[src/rtl/uart_runner_pkg.sv]
// rtl/uart_runner_pkg.sv - shared opcodes, sizes and state types for the UART packet engine
package uart_runner_pkg;

    localparam logic [7:0] OPC_ECHO   = 8'hEC;
    localparam logic [7:0] OPC_ADD    = 8'hA0;
    localparam int         HDR_BYTES  = 4;
    localparam int         FIFO_DEPTH = 4;
    localparam int         FIFO_AW    = 2;

    typedef enum logic [2:0] {
        ST_IDLE,
        ST_RSVD,
        ST_LEN_LO,
        ST_LEN_HI,
        ST_PAYLOAD,
        ST_DONE
    } state_e;

    typedef enum logic [1:0] {
        PHY_IDLE,
        PHY_START,
        PHY_DATA,
        PHY_STOP
    } phy_state_e;

endpackage

[src/rtl/uart_runner_phy.sv]
// rtl/uart_runner_phy.sv - 8N1 receiver with input synchronizer and 8N1 transmitter
module uart_runner_phy
    import uart_runner_pkg::*;
#(
    parameter int PRESCALE = 104
) (
    input  logic       clk_i,
    input  logic       rst_i,
    input  logic       rx_i,
    output logic       rx_valid_o,
    output logic [7:0] rx_data_o,
    output logic       frame_err_o,
    input  logic       tx_valid_i,
    input  logic [7:0] tx_data_i,
    output logic       tx_ready_o,
    output logic       tx_o,
    output logic       tx_busy_o
);

    localparam int            CW   = $clog2(PRESCALE);
    localparam logic [CW-1:0] LAST = CW'(PRESCALE - 1);
    localparam logic [CW-1:0] HALF = CW'(PRESCALE / 2 - 1);
    localparam logic [CW-1:0] ONE  = CW'(1);

    logic            rx_meta_q, rx_meta_d, rx_sync_q, rx_sync_d, rx_prev_q, rx_prev_d;
    phy_state_e      rx_state_q, rx_state_d;
    logic [CW-1:0]   rx_cnt_q, rx_cnt_d;
    logic [2:0]      rx_bit_q, rx_bit_d;
    logic [7:0]      rx_shift_q, rx_shift_d;
    logic            rx_valid_q, rx_valid_d, frame_err_q, frame_err_d;

    phy_state_e      tx_state_q, tx_state_d;
    logic [CW-1:0]   tx_cnt_q, tx_cnt_d;
    logic [2:0]      tx_bit_q, tx_bit_d;
    logic [7:0]      tx_shift_q, tx_shift_d;
    logic            tx_q, tx_d;

    assign rx_valid_o  = rx_valid_q;
    assign rx_data_o   = rx_shift_q;
    assign frame_err_o = frame_err_q;
    assign tx_o        = tx_q;
    assign tx_busy_o   = (tx_state_q != PHY_IDLE);
    // Accepting during the last stop-bit clock lets queued bytes go out with no idle gap.
    assign tx_ready_o  = (tx_state_q == PHY_IDLE) || (tx_state_q == PHY_STOP && tx_cnt_q == LAST);

    always_comb begin
        rx_meta_d   = rx_i;
        rx_sync_d   = rx_meta_q;
        rx_prev_d   = rx_sync_q;
        rx_state_d  = rx_state_q;
        rx_cnt_d    = rx_cnt_q;
        rx_bit_d    = rx_bit_q;
        rx_shift_d  = rx_shift_q;
        rx_valid_d  = 1'b0;
        frame_err_d = 1'b0;
        case (rx_state_q)
            PHY_IDLE: begin
                rx_cnt_d = '0;
                if (!rx_sync_q && rx_prev_q) rx_state_d = PHY_START;
            end
            PHY_START: begin
                if (rx_cnt_q == HALF) begin
                    rx_cnt_d   = '0;
                    rx_bit_d   = '0;
                    rx_state_d = rx_sync_q ? PHY_IDLE : PHY_DATA;
                end else begin
                    rx_cnt_d = rx_cnt_q + ONE;
                end
            end
            PHY_DATA: begin
                if (rx_cnt_q == LAST) begin
                    rx_cnt_d   = '0;
                    rx_shift_d = {rx_sync_q, rx_shift_q[7:1]};
                    rx_bit_d   = rx_bit_q + 3'd1;
                    if (rx_bit_q == 3'd7) rx_state_d = PHY_STOP;
                end else begin
                    rx_cnt_d = rx_cnt_q + ONE;
                end
            end
            default: begin
                if (rx_cnt_q == LAST) begin
                    rx_state_d  = PHY_IDLE;
                    rx_valid_d  = rx_sync_q;
                    frame_err_d = !rx_sync_q;
                end else begin
                    rx_cnt_d = rx_cnt_q + ONE;
                end
            end
        endcase
    end

    always_comb begin
        tx_state_d = tx_state_q;
        tx_cnt_d   = tx_cnt_q;
        tx_bit_d   = tx_bit_q;
        tx_shift_d = tx_shift_q;
        case (tx_state_q)
            PHY_IDLE: tx_cnt_d = '0;
            PHY_START: begin
                if (tx_cnt_q == LAST) begin
                    tx_cnt_d   = '0;
                    tx_bit_d   = '0;
                    tx_state_d = PHY_DATA;
                end else begin
                    tx_cnt_d = tx_cnt_q + ONE;
                end
            end
            PHY_DATA: begin
                if (tx_cnt_q == LAST) begin
                    tx_cnt_d   = '0;
                    tx_shift_d = {1'b0, tx_shift_q[7:1]};
                    tx_bit_d   = tx_bit_q + 3'd1;
                    if (tx_bit_q == 3'd7) tx_state_d = PHY_STOP;
                end else begin
                    tx_cnt_d = tx_cnt_q + ONE;
                end
            end
            default: begin
                if (tx_cnt_q == LAST) tx_state_d = PHY_IDLE;
                else                  tx_cnt_d   = tx_cnt_q + ONE;
            end
        endcase
        if (tx_valid_i && tx_ready_o) begin
            tx_state_d = PHY_START;
            tx_cnt_d   = '0;
            tx_shift_d = tx_data_i;
        end
        case (tx_state_d)
            PHY_START: tx_d = 1'b0;
            PHY_DATA:  tx_d = tx_shift_d[0];
            default:   tx_d = 1'b1;
        endcase
    end

    always_ff @(posedge clk_i) begin
        if (rst_i) begin
            rx_meta_q   <= 1'b1;
            rx_sync_q   <= 1'b1;
            rx_prev_q   <= 1'b1;
            rx_state_q  <= PHY_IDLE;
            rx_cnt_q    <= '0;
            rx_bit_q    <= '0;
            rx_shift_q  <= '0;
            rx_valid_q  <= 1'b0;
            frame_err_q <= 1'b0;
            tx_state_q  <= PHY_IDLE;
            tx_cnt_q    <= '0;
            tx_bit_q    <= '0;
            tx_shift_q  <= '0;
            tx_q        <= 1'b1;
        end else begin
            rx_meta_q   <= rx_meta_d;
            rx_sync_q   <= rx_sync_d;
            rx_prev_q   <= rx_prev_d;
            rx_state_q  <= rx_state_d;
            rx_cnt_q    <= rx_cnt_d;
            rx_bit_q    <= rx_bit_d;
            rx_shift_q  <= rx_shift_d;
            rx_valid_q  <= rx_valid_d;
            frame_err_q <= frame_err_d;
            tx_state_q  <= tx_state_d;
            tx_cnt_q    <= tx_cnt_d;
            tx_bit_q    <= tx_bit_d;
            tx_shift_q  <= tx_shift_d;
            tx_q        <= tx_d;
        end
    end

endmodule

[src/rtl/uart_runner.sv]
// rtl/uart_runner.sv - UART packet engine: header parse, echo, optional ADD (UART_RUNNER_ADD_EN)
module uart_runner
    import uart_runner_pkg::*;
#(
    parameter int CLK_FREQ_HZ = 12_000_000,
    parameter int BAUD_RATE   = 115_200
) (
    input  logic clk_i,
    input  logic rst_i,
    input  logic rx_i,
    output logic tx_o,
    output logic busy_o,
    output logic frame_err_o
);

    localparam int                PRESCALE  = (CLK_FREQ_HZ + BAUD_RATE / 2) / BAUD_RATE;
    localparam logic [FIFO_AW:0]  FIFO_FULL = FIFO_DEPTH[FIFO_AW:0];
    localparam logic [15:0]       HDR_LEN   = HDR_BYTES[15:0];

    logic       rx_valid, tx_valid, tx_ready, tx_busy;
    logic [7:0] rx_data, tx_data;

    uart_runner_phy #(.PRESCALE(PRESCALE)) u_phy (
        .clk_i       (clk_i),
        .rst_i       (rst_i),
        .rx_i        (rx_i),
        .rx_valid_o  (rx_valid),
        .rx_data_o   (rx_data),
        .frame_err_o (frame_err_o),
        .tx_valid_i  (tx_valid),
        .tx_data_i   (tx_data),
        .tx_ready_o  (tx_ready),
        .tx_o        (tx_o),
        .tx_busy_o   (tx_busy)
    );

    state_e       state_q, state_d;
    logic [7:0]   opcode_q, opcode_d, len_lo_q, len_lo_d, echo_data_q, echo_data_d;
    logic [15:0]  remain_q, remain_d, len;
    logic         echo_push_q, echo_push_d, push;
    logic [7:0]   push_data;
    logic [7:0]   mem_q [FIFO_DEPTH];
    logic [7:0]   mem_d [FIFO_DEPTH];
    logic [FIFO_AW-1:0] wr_q, wr_d, rd_q, rd_d;
    logic [FIFO_AW:0]   cnt_q, cnt_d;
    logic         do_push, do_pop;
`ifdef UART_RUNNER_ADD_EN
    logic [23:0]  acc_q, acc_d;
    logic [31:0]  sum_q, sum_d;
    logic [1:0]   grp_q, grp_d, done_idx_q, done_idx_d;
`endif

    assign busy_o   = (state_q != ST_IDLE) || (cnt_q != '0) || tx_busy || echo_push_q;
    assign tx_valid = (cnt_q != '0);
    assign tx_data  = mem_q[rd_q];
    assign len      = {rx_data, len_lo_q};

    always_comb begin
        state_d     = state_q;
        opcode_d    = opcode_q;
        len_lo_d    = len_lo_q;
        remain_d    = remain_q;
        echo_push_d = 1'b0;
        echo_data_d = echo_data_q;
        push        = echo_push_q;
        push_data   = echo_data_q;
`ifdef UART_RUNNER_ADD_EN
        acc_d       = acc_q;
        sum_d       = sum_q;
        grp_d       = grp_q;
        done_idx_d  = done_idx_q;
`endif
        case (state_q)
            ST_IDLE: begin
`ifdef UART_RUNNER_ADD_EN
                sum_d      = '0;
                grp_d      = '0;
                done_idx_d = '0;
`endif
                if (rx_valid) begin
                    opcode_d = rx_data;
                    state_d  = ST_RSVD;
                end
            end
            ST_RSVD:   if (rx_valid) state_d = ST_LEN_LO;
            ST_LEN_LO: if (rx_valid) begin
                len_lo_d = rx_data;
                state_d  = ST_LEN_HI;
            end
            ST_LEN_HI: if (rx_valid) begin
                remain_d = len - HDR_LEN;
                state_d  = (len <= HDR_LEN) ? ST_DONE : ST_PAYLOAD;
            end
            ST_PAYLOAD: if (rx_valid) begin
                if (opcode_q == OPC_ECHO) begin
                    echo_push_d = 1'b1;
                    echo_data_d = rx_data;
                end
`ifdef UART_RUNNER_ADD_EN
                // Operands are assembled LSB first; the fourth byte completes the add.
                if (opcode_q == OPC_ADD) begin
                    grp_d = grp_q + 2'd1;
                    case (grp_q)
                        2'd0:    acc_d[7:0]   = rx_data;
                        2'd1:    acc_d[15:8]  = rx_data;
                        2'd2:    acc_d[23:16] = rx_data;
                        default: sum_d        = sum_q + {rx_data, acc_q};
                    endcase
                end
`endif
                remain_d = remain_q - 16'd1;
                if (remain_q == 16'd1) state_d = ST_DONE;
            end
            ST_DONE: begin
                state_d = ST_IDLE;
`ifdef UART_RUNNER_ADD_EN
                if (opcode_q == OPC_ADD) begin
                    push       = 1'b1;
                    push_data  = 8'(sum_q >> {done_idx_q, 3'b000});
                    done_idx_d = done_idx_q + 2'd1;
                    if (done_idx_q != 2'd3) state_d = ST_DONE;
                end
`endif
            end
            default: state_d = ST_IDLE;
        endcase
    end

    always_comb begin
        mem_d   = mem_q;
        wr_d    = wr_q;
        rd_d    = rd_q;
        cnt_d   = cnt_q;
        do_push = push && (cnt_q != FIFO_FULL);
        do_pop  = tx_valid && tx_ready;
        if (do_push) begin
            mem_d[wr_q] = push_data;
            wr_d        = wr_q + 1'b1;
        end
        if (do_pop) rd_d = rd_q + 1'b1;
        case ({do_push, do_pop})
            2'b10:   cnt_d = cnt_q + 1'b1;
            2'b01:   cnt_d = cnt_q - 1'b1;
            default: cnt_d = cnt_q;
        endcase
    end

    always_ff @(posedge clk_i) begin
        if (rst_i) begin
            state_q     <= ST_IDLE;
            opcode_q    <= '0;
            len_lo_q    <= '0;
            remain_q    <= '0;
            echo_push_q <= 1'b0;
            echo_data_q <= '0;
            mem_q       <= '{default: '0};
            wr_q        <= '0;
            rd_q        <= '0;
            cnt_q       <= '0;
`ifdef UART_RUNNER_ADD_EN
            acc_q       <= '0;
            sum_q       <= '0;
            grp_q       <= '0;
            done_idx_q  <= '0;
`endif
        end else begin
            state_q     <= state_d;
            opcode_q    <= opcode_d;
            len_lo_q    <= len_lo_d;
            remain_q    <= remain_d;
            echo_push_q <= echo_push_d;
            echo_data_q <= echo_data_d;
            mem_q       <= mem_d;
            wr_q        <= wr_d;
            rd_q        <= rd_d;
            cnt_q       <= cnt_d;
`ifdef UART_RUNNER_ADD_EN
            acc_q       <= acc_d;
            sum_q       <= sum_d;
            grp_q       <= grp_d;
            done_idx_q  <= done_idx_d;
`endif
        end
    end

endmodule

[config.mk]
export PLATFORM = sky130hd
export DESIGN_NAME = uart_runner
export DESIGN_NICKNAME = d
export VERILOG_FILES = /design/src/rtl/uart_runner_pkg.sv /design/src/rtl/uart_runner_phy.sv /design/src/rtl/uart_runner.sv
export SDC_FILE = /design/constraint.sdc
export NUM_CORES = 1
export LEC_CHECK = 0
export ABC_AREA = 0
export ABC_CLOCK_PERIOD_IN_PS = 3400
export CAP_MARGIN = 15
export CELL_PAD_IN_SITES_DETAIL_PLACEMENT = 0
export CELL_PAD_IN_SITES_GLOBAL_PLACEMENT = 2
export CORE_ASPECT_RATIO = 1.75
export CORE_MARGIN = 2
export CORE_UTILIZATION = 39
export CTS_BUF_LIST = sky130_fd_sc_hd__clkbuf_16
export CTS_CLUSTER_SIZE = 10
export DETAILED_ROUTE_END_ITERATION = 8
export PLACE_DENSITY_LB_ADDON = 0.05
export SLEW_MARGIN = 20
export SYNTH_ARGS = -nofsm -noshare
export SYNTH_HDL_FRONTEND = slang
export SYNTH_SLANG_ARGS = --single-unit
[constraint.sdc]
create_clock -name clk_i -period 3.4 [get_ports clk_i]
set_clock_uncertainty 0.05 [all_clocks]
set_input_delay 0.85 -clock clk_i [delete_from_list [all_inputs] [get_ports clk_i]]
set_output_delay 0.85 -clock clk_i [all_outputs]
set_load 0.01 [all_outputs]
* Word level (Yosys, flattened, before mapping)
Cells that the tools add are included.
** Storage, ports and cells
- Bits in registers :: 129
- Input port bits :: 3
- Logic and storage cells :: 168
** Operators by class
- Add/sub/neg operators :: 10
- Order comparisons :: 4
- Eq/ne operators :: 35
- Mux-type cells :: 49
- Bitwise gates (word level) :: 5
- Reduce and logical (&&, ||, !) cells :: 37
** Operators with widths (number)
- 8-bit two-way mux :: 6
- 7-bit two-way mux :: 5
- 32-bit bitwise mux :: 1
- 16-bit two-way mux :: 2
- 16-bit one-hot mux with 2 select lines :: 1
- 3-bit two-way mux :: 10
- 2-bit two-way mux :: 11
- 2-bit by 1-bit != test with 1-bit output (second input constant) :: 11
- 7-bit one-hot mux with 3 select lines :: 1
- 3-bit one-hot mux with 2 select lines :: 3
- 8-bit binary-select mux with 2-bit select :: 1
- 8-bit demux with 2-bit select :: 1
- 16-bit by 1-bit equality test with 1-bit output (second input constant) :: 1
- 16-bit by 3-bit <= comparator with 1-bit output (second input constant) :: 1
- 16-bit by 1-bit subtractor with 16-bit output (second input constant) :: 1
- 16-bit by 3-bit subtractor with 16-bit output (second input constant) :: 1
- 3-bit one-hot mux with 5 select lines :: 1
- 7-bit by 1-bit adder with 7-bit output (second input constant) :: 2
- 7-bit equality test (second input constant) :: 2
- 7-bit one-hot mux with 2 select lines :: 1
- 2-bit nonzero test :: 7
- 2-bit one-hot mux with 3 select lines :: 2
- 3-bit AND reduction :: 4
- 2-bit equality test (second input constant) :: 5
- 31 further kinds :: 59

* Longest topological paths before layout
- Word-level depth :: 7
- Gate-level depth with buffers :: 13

* Cells and area by module
A second synthesis with hierarchy kept.
** Unflattened totals
- Cells, all modules :: 752
- Area, all modules :: 6492.5 um2
** Modules (own cells, without submodules)
- uart_runner :: instances 1, cells each 484, area an instance 4164.0 um2
- uart_runner_phy :: instances 1, cells each 268, area an instance 2328.5 um2

* Worst setup path before layout
OpenSTA, ideal clock, no wires.
- Kind :: reg2reg
- Start :: reg u_phy.tx_cnt_q[0]
- End :: reg cnt_q[2]
- Arrival time :: 2611 ps
- Required time :: 3280 ps
- Setup slack :: 669 ps
- Stages on the path, launching flop included :: 13
- Buffers on the path :: 1
- Clock period less this slack :: 2731 ps
- Cells stage by stage :: dfxtp_1 > ha_1 > nand3_1 > o31a_1 > or2_1 > buf_6 > clkinv_4 > ha_1 > inv_1 > fa_1 > xor2_1 > or3_1 > a21oi_1
** On the way
- Cells in the longest elaborated chain, start to end :: 6
- Elaborated cells on any way between the ends :: 8
- Those cells by class :: eq/ne: 3; mux: 1; reduce/logical: 4
** Ends and longest elaborated chain
- start: declaration :: line uart_runner_phy.sv:33 : logic [CW-1:0] tx_cnt_q, tx_cnt_d;
- start signal: assignment :: line uart_runner_phy.sv:162 : tx_cnt_q <= tx_cnt_d;
- 7-bit equality test (*) :: line uart_runner_phy.sv:44 : assign tx_ready_o = (tx_state_q == PHY_IDLE) || (tx_state_q == PHY_STOP && tx_cnt_q == LAST);
- 1-bit logical AND (*) :: line uart_runner_phy.sv:44
- 1-bit logical OR (*) :: line uart_runner_phy.sv:44
- 1-bit logical AND (*) :: line uart_runner.sv:135 : do_pop = tx_valid && tx_ready;
- 2-bit by 1-bit equality test with 1-bit output / 2-bit equality test (equally long branches) :: line uart_runner.sv:141 : case ({do_push, do_pop})
- 3-bit one-hot mux with 2 select lines / 2-bit nonzero test (equally long branches)
- end signal: assignment :: line uart_runner.sv:176 : cnt_q <= cnt_d;
- end: declaration :: line uart_runner.sv:45 : logic [FIFO_AW:0] cnt_q, cnt_d;
Mark *: on every way between the ends. The rest lies on a longest branch, timed or not.
A chain may end at the register's enable or synchronous reset.

* Worst setup path after layout
Same ends and word-level chain as after synthesis.

==> summary.md <==
The layout has 1,605 filler cells. The path class of the tightest hold or removal check is reg2reg. Horizontal die dimension: 100 um.

The number of synthesized flops with an enable pin is 0. For this run, the top clock speed supported by timing is 345 MHz. The longest clock path from root to sink contains 2 buffers. STA classifies the critical path endpoint as a flop.

The worst-case IR drop observed on VDD is 0.286 mV. The run gives 772 as the layout net count. STA puts the critical path data arrival time at 3180 ps.

The logs give 0 for the number of cells upsized or downsized after cts and 61 for the number of core rows. Leaving out fill and tap cells, the most frequent cells in the layout are 129 x sky130_fd_sc_hd__dfxtp_1, 102 x sky130_fd_sc_hd__nand2_1, 83 x sky130_fd_sc_hd__a21oi_1. The core region is 0.0159 mm^2. Yosys mapped the design onto 63 distinct sky130hd cell types. After Yosys synthesis, full adders, half adders and majority gates account for 5.27% of the synthesized area. For the initial antenna violation count, the log shows 0.

Across the run, the number of max-cap violations was 0. In this run the power density over the cells is 579 mW/mm^2. For the number of CTS-inserted buffers, the log shows 17. From bottom edge to top edge, the die measures 172 um. The worst path needs 2900 ps of the cycle, external delays included. In this run the worst path has a maximum fanout of 7. Internal power comes to 0.00303 W. The routed layout has 5,269 vias. Registers are responsible for 40.1% of the overall power. The DRC marker count from the first detailed-route iteration was 186; the static leakage was 2.50 nW. For this design the total switching power over the nets is 0.00107 W. For the pin with the worst max-slew slack, the measured transition is 731 ps. The post-cts hold buffer count is 0. The total overflow left after global routing is 0. Cells with a size suffix above 1 make up 8.99% of the layout. After synthesis, flip-flops and latches occupy 40.9% of the total area. The synthesized netlist devotes 2.77% of its cell area to XOR and XNOR gates.

The routed design has 16,400 um of wire. The logs give 44.6% for the final core area utilization and 13.1% for the combinational group share of total power. The dominant combinational cell family by area after synthesis is simple AND/OR/NAND/NOR gates.

TritonCTS built the clock tree. Cell with the largest stage delay on the worst path: sky130_fd_sc_hd__o31a_1. Adding up every negative setup slack in the final design gives 0 ps. The count of pins over their slew limit is 0, and the headroom to the max-slew limit is 51.3%.

Of all flip-flops after synthesis, the portion carrying an async set or reset was 0%. Via count of the first global-routing pass: 5,229. The tools report the endpoint of the worst register-to-register path as cnt_q[2].

The count of endpoints failing setup in the final report is 0. Detail-routed net length per standard cell: 17.4 um. The share of synthesized cell area in and, or, nand and nor gates works out to 24.7%. 0 antenna diodes ended up in the layout. The run finished with clean final reports. The most numerous cell type found on the critical path is sky130_fd_sc_hd__ha_1. The H-tree generated during clock tree synthesis spans 4 levels. In this run the clock root is driven by a sky130_fd_sc_hd__clkbuf_16.

The data required time at the worst endpoint is 3680 ps. The tools report the minimum setup slack after placement as 512 ps. The run gives 0 as the final hold violation count. Setup slack on the worst reg-to-reg path comes out at 500 ps. The first-pass GRT wire length was 26,800 um.

6 I/O pins were placed. Relative to the synthesized area, the layout overhead comes to 12.1%. The run gives 20.2% as the total routing usage reported by global routing. The number of buffer cells added on primary ports is 5.

The logs give 357 ps for the worst hold slack across all endpoints and 0 for the post-CTS setup buffer count. The number of nets in the synthesized netlist is 789. For the maximum number of pins on one net before global-route repair, the log shows 65. The library cell used most frequently in the layout, excluding fill and tap cells, is sky130_fd_sc_hd__dfxtp_1.

The signal on the critical path passes through ha_1 > nand3_1 > o31a_1 > or2_1 > clkinv_4 > ha_1 > inv_1 > fa_1 > xor2_1 > or3_1 > a21oi_1. End point of the worst hold path: u_phy.rx_prev_d. Overall die area: 0.0173 mm^2.

In the synthesized netlist the dominant register cell turns out to be sky130_fd_sc_hd__dfxtp_1. The detail-routed via count per cell was 5.58. The fraction of the cycle the final worst path needs works out to 85.4%. Counting every sink on the clock net gives 129. STA classifies the critical path startpoint as a flop. The tools report the minimum setup slack in the final design as 498 ps. For this run, the slowest stage of the critical path takes 370 ps. The hold path depth is 1, and the number of detailed-route iterations in the first pass is 4.

The number of nets with antenna violations after routing was 0. The run gives 0.813 as the global placement routability congestion. Post-DP HPWL: 11,600 um.

Summing every instance area after synthesis gives 0.00632 mm^2. The run gives 760 as the gate count of the mapped netlist. Measured in cells, the most critical reg-to-reg path has a length of 11. In this run the most critical hold path is launched from u_phy.rx_meta_q.

Multiplexer cells account for 6.04% of the synthesized area. Fraction of the mapped netlist area in compound gates: 15.3%. Setup repair after global routing left no endpoint under its margin. Power comes to 0.00410 W. Clock-pin slew was measured on the worst setup and hold paths at 60 ps.

For this configuration, the core starts out at a cell density of 39.8%. The clock network latency to the later pin of the worst-skew pair was 410 ps. For this run, design rule violations remaining after detail routing come to 0. Of the total power, the clock network draws 46.8%. During synthesis, Yosys emitted a total of 0 warnings. Register bit count reported by yosys: 129. By startpoint and endpoint, the worst setup path is classified as reg2reg. Of the total power, the share spent switching nets is 26.1%.

The tools report the worst flop-to-flop path startpoint as u_phy.tx_cnt_q[0]. The average instance area after synthesis was 8.32 um^2.
[per-layer routing]
layer | vias to the layer above | part of all wire [%] | GRT usage, %
li1 | 2662 | - | -
met5 | - | 0 | 0
met4 | 0 | 1.9 | 6.91
met3 | 21 | 2.3 | 3.60
met2 | 71 | 57 | 39.6
met1 | 2515 | 39 | 21.0
[kinds of logic (layout without fill, tap and decap cells)]
family | Yosys count | after routing
XOR/XNOR | 20 | 20
AND/OR/NAND/NOR | 321 | 321
multiplexers | 28 | 28
flip-flops | 129 | 129
buffers and inverters | 77 | 73
adder cells (fa/ha/maj) | 26 | 26
AO/OA/AOI/OAI | 159 | 159
[power by group through the flow]
stage          clock network, W  registers [W]  logic (W)
3_5_place_dp                  0        0.00168   0.000544
2_1_floorplan                 0        0.00164   0.000466
4_1_cts                 0.00196        0.00165   0.000546
5_1_grt                 0.00203        0.00166   0.000608
3_3_place_gp                  0        0.00168   0.000536
6_report                0.00192        0.00165   0.000538
[through the flow]
| step | instances | cell area, um^2 |
|---|---|---|
| 5_1_grt | 945 | 7090 |
| 3_3_place_gp | 913 | 6470 |
| 4_1_cts | 945 | 7090 |
| 2_1_floorplan | 760 | 6320 |
| 6_report | 945 | 7090 |
| 3_5_place_dp | 913 | 6470 |
[state kept, by name (all words and copies together), names as in the netlist, 3 cells and up]
signal / cells
cnt_q: 3
echo_data_q: 8
len_lo_q: 8
mem_q: 32
opcode_q: 8
remain_q: 16
state_q: 3
u_phy.rx_bit_q: 3
u_phy.rx_cnt_q: 7
u_phy.rx_data_o: 8
u_phy.tx_bit_q: 3
u_phy.tx_cnt_q: 7
u_phy.tx_shift_q: 8
[area by class of cell]
cell class / instances / area, um^2 / area share (%)
multi-input cells: 554 / 3430 / 48.4
flip-flops and latches: 129 / 2580 / 36.4
clock buffers: 17 / 425 / 6.00
well taps: 189 / 236 / 3.34
clock inverters: 15 / 191 / 2.70
inverters: 28 / 110 / 1.55
repair buffers: 13 / 108 / 1.52
[cell usage after synthesis (8+ instances only)]
library cell	number	area (um^2)
sky130_fd_sc_hd__nand3_1	60	300
sky130_fd_sc_hd__clkbuf_1	35	131
sky130_fd_sc_hd__nor4_1	8	50.1
sky130_fd_sc_hd__a21oi_1	83	415
sky130_fd_sc_hd__ha_1	25	313
sky130_fd_sc_hd__inv_1	27	101
sky130_fd_sc_hd__nor2_1	76	285
sky130_fd_sc_hd__xnor2_1	13	114
sky130_fd_sc_hd__o21ai_0	26	130
sky130_fd_sc_hd__dfxtp_1	129	2580
sky130_fd_sc_hd__nor3_1	13	65.1
sky130_fd_sc_hd__or3_1	9	56.3
sky130_fd_sc_hd__nand2_1	102	383
sky130_fd_sc_hd__mux2i_1	19	190
sky130_fd_sc_hd__nand4_1	9	56.3
sky130_fd_sc_hd__mux4_2	8	180
[worst max-delay path, delay by kind of cell, from the launching register on]
kind,cells,cell delay [ps]
fa+ha+maj,3,790
simple gates,3,790
compound gates,2,510
flops,1,360
xor+xnor,1,180
buf+inv,2,130
[worst max path at each step]
stage                                  from  cells past startpoint  slack [ps]  endpoint
after floorplan           u_phy.tx_cnt_q[0]                     12         670  cnt_q[2]
after detailed placement  u_phy.tx_cnt_q[0]                     11         510  cnt_q[2]
after global routing      u_phy.tx_cnt_q[0]                     11         290  cnt_q[2]
final                     u_phy.tx_cnt_q[0]                     11         500  cnt_q[2]
after CTS                 u_phy.tx_cnt_q[0]                     11         500  cnt_q[2]
after global placement    u_phy.tx_cnt_q[0]                     11         560  cnt_q[2]
(Power assumes the default switching activity.)
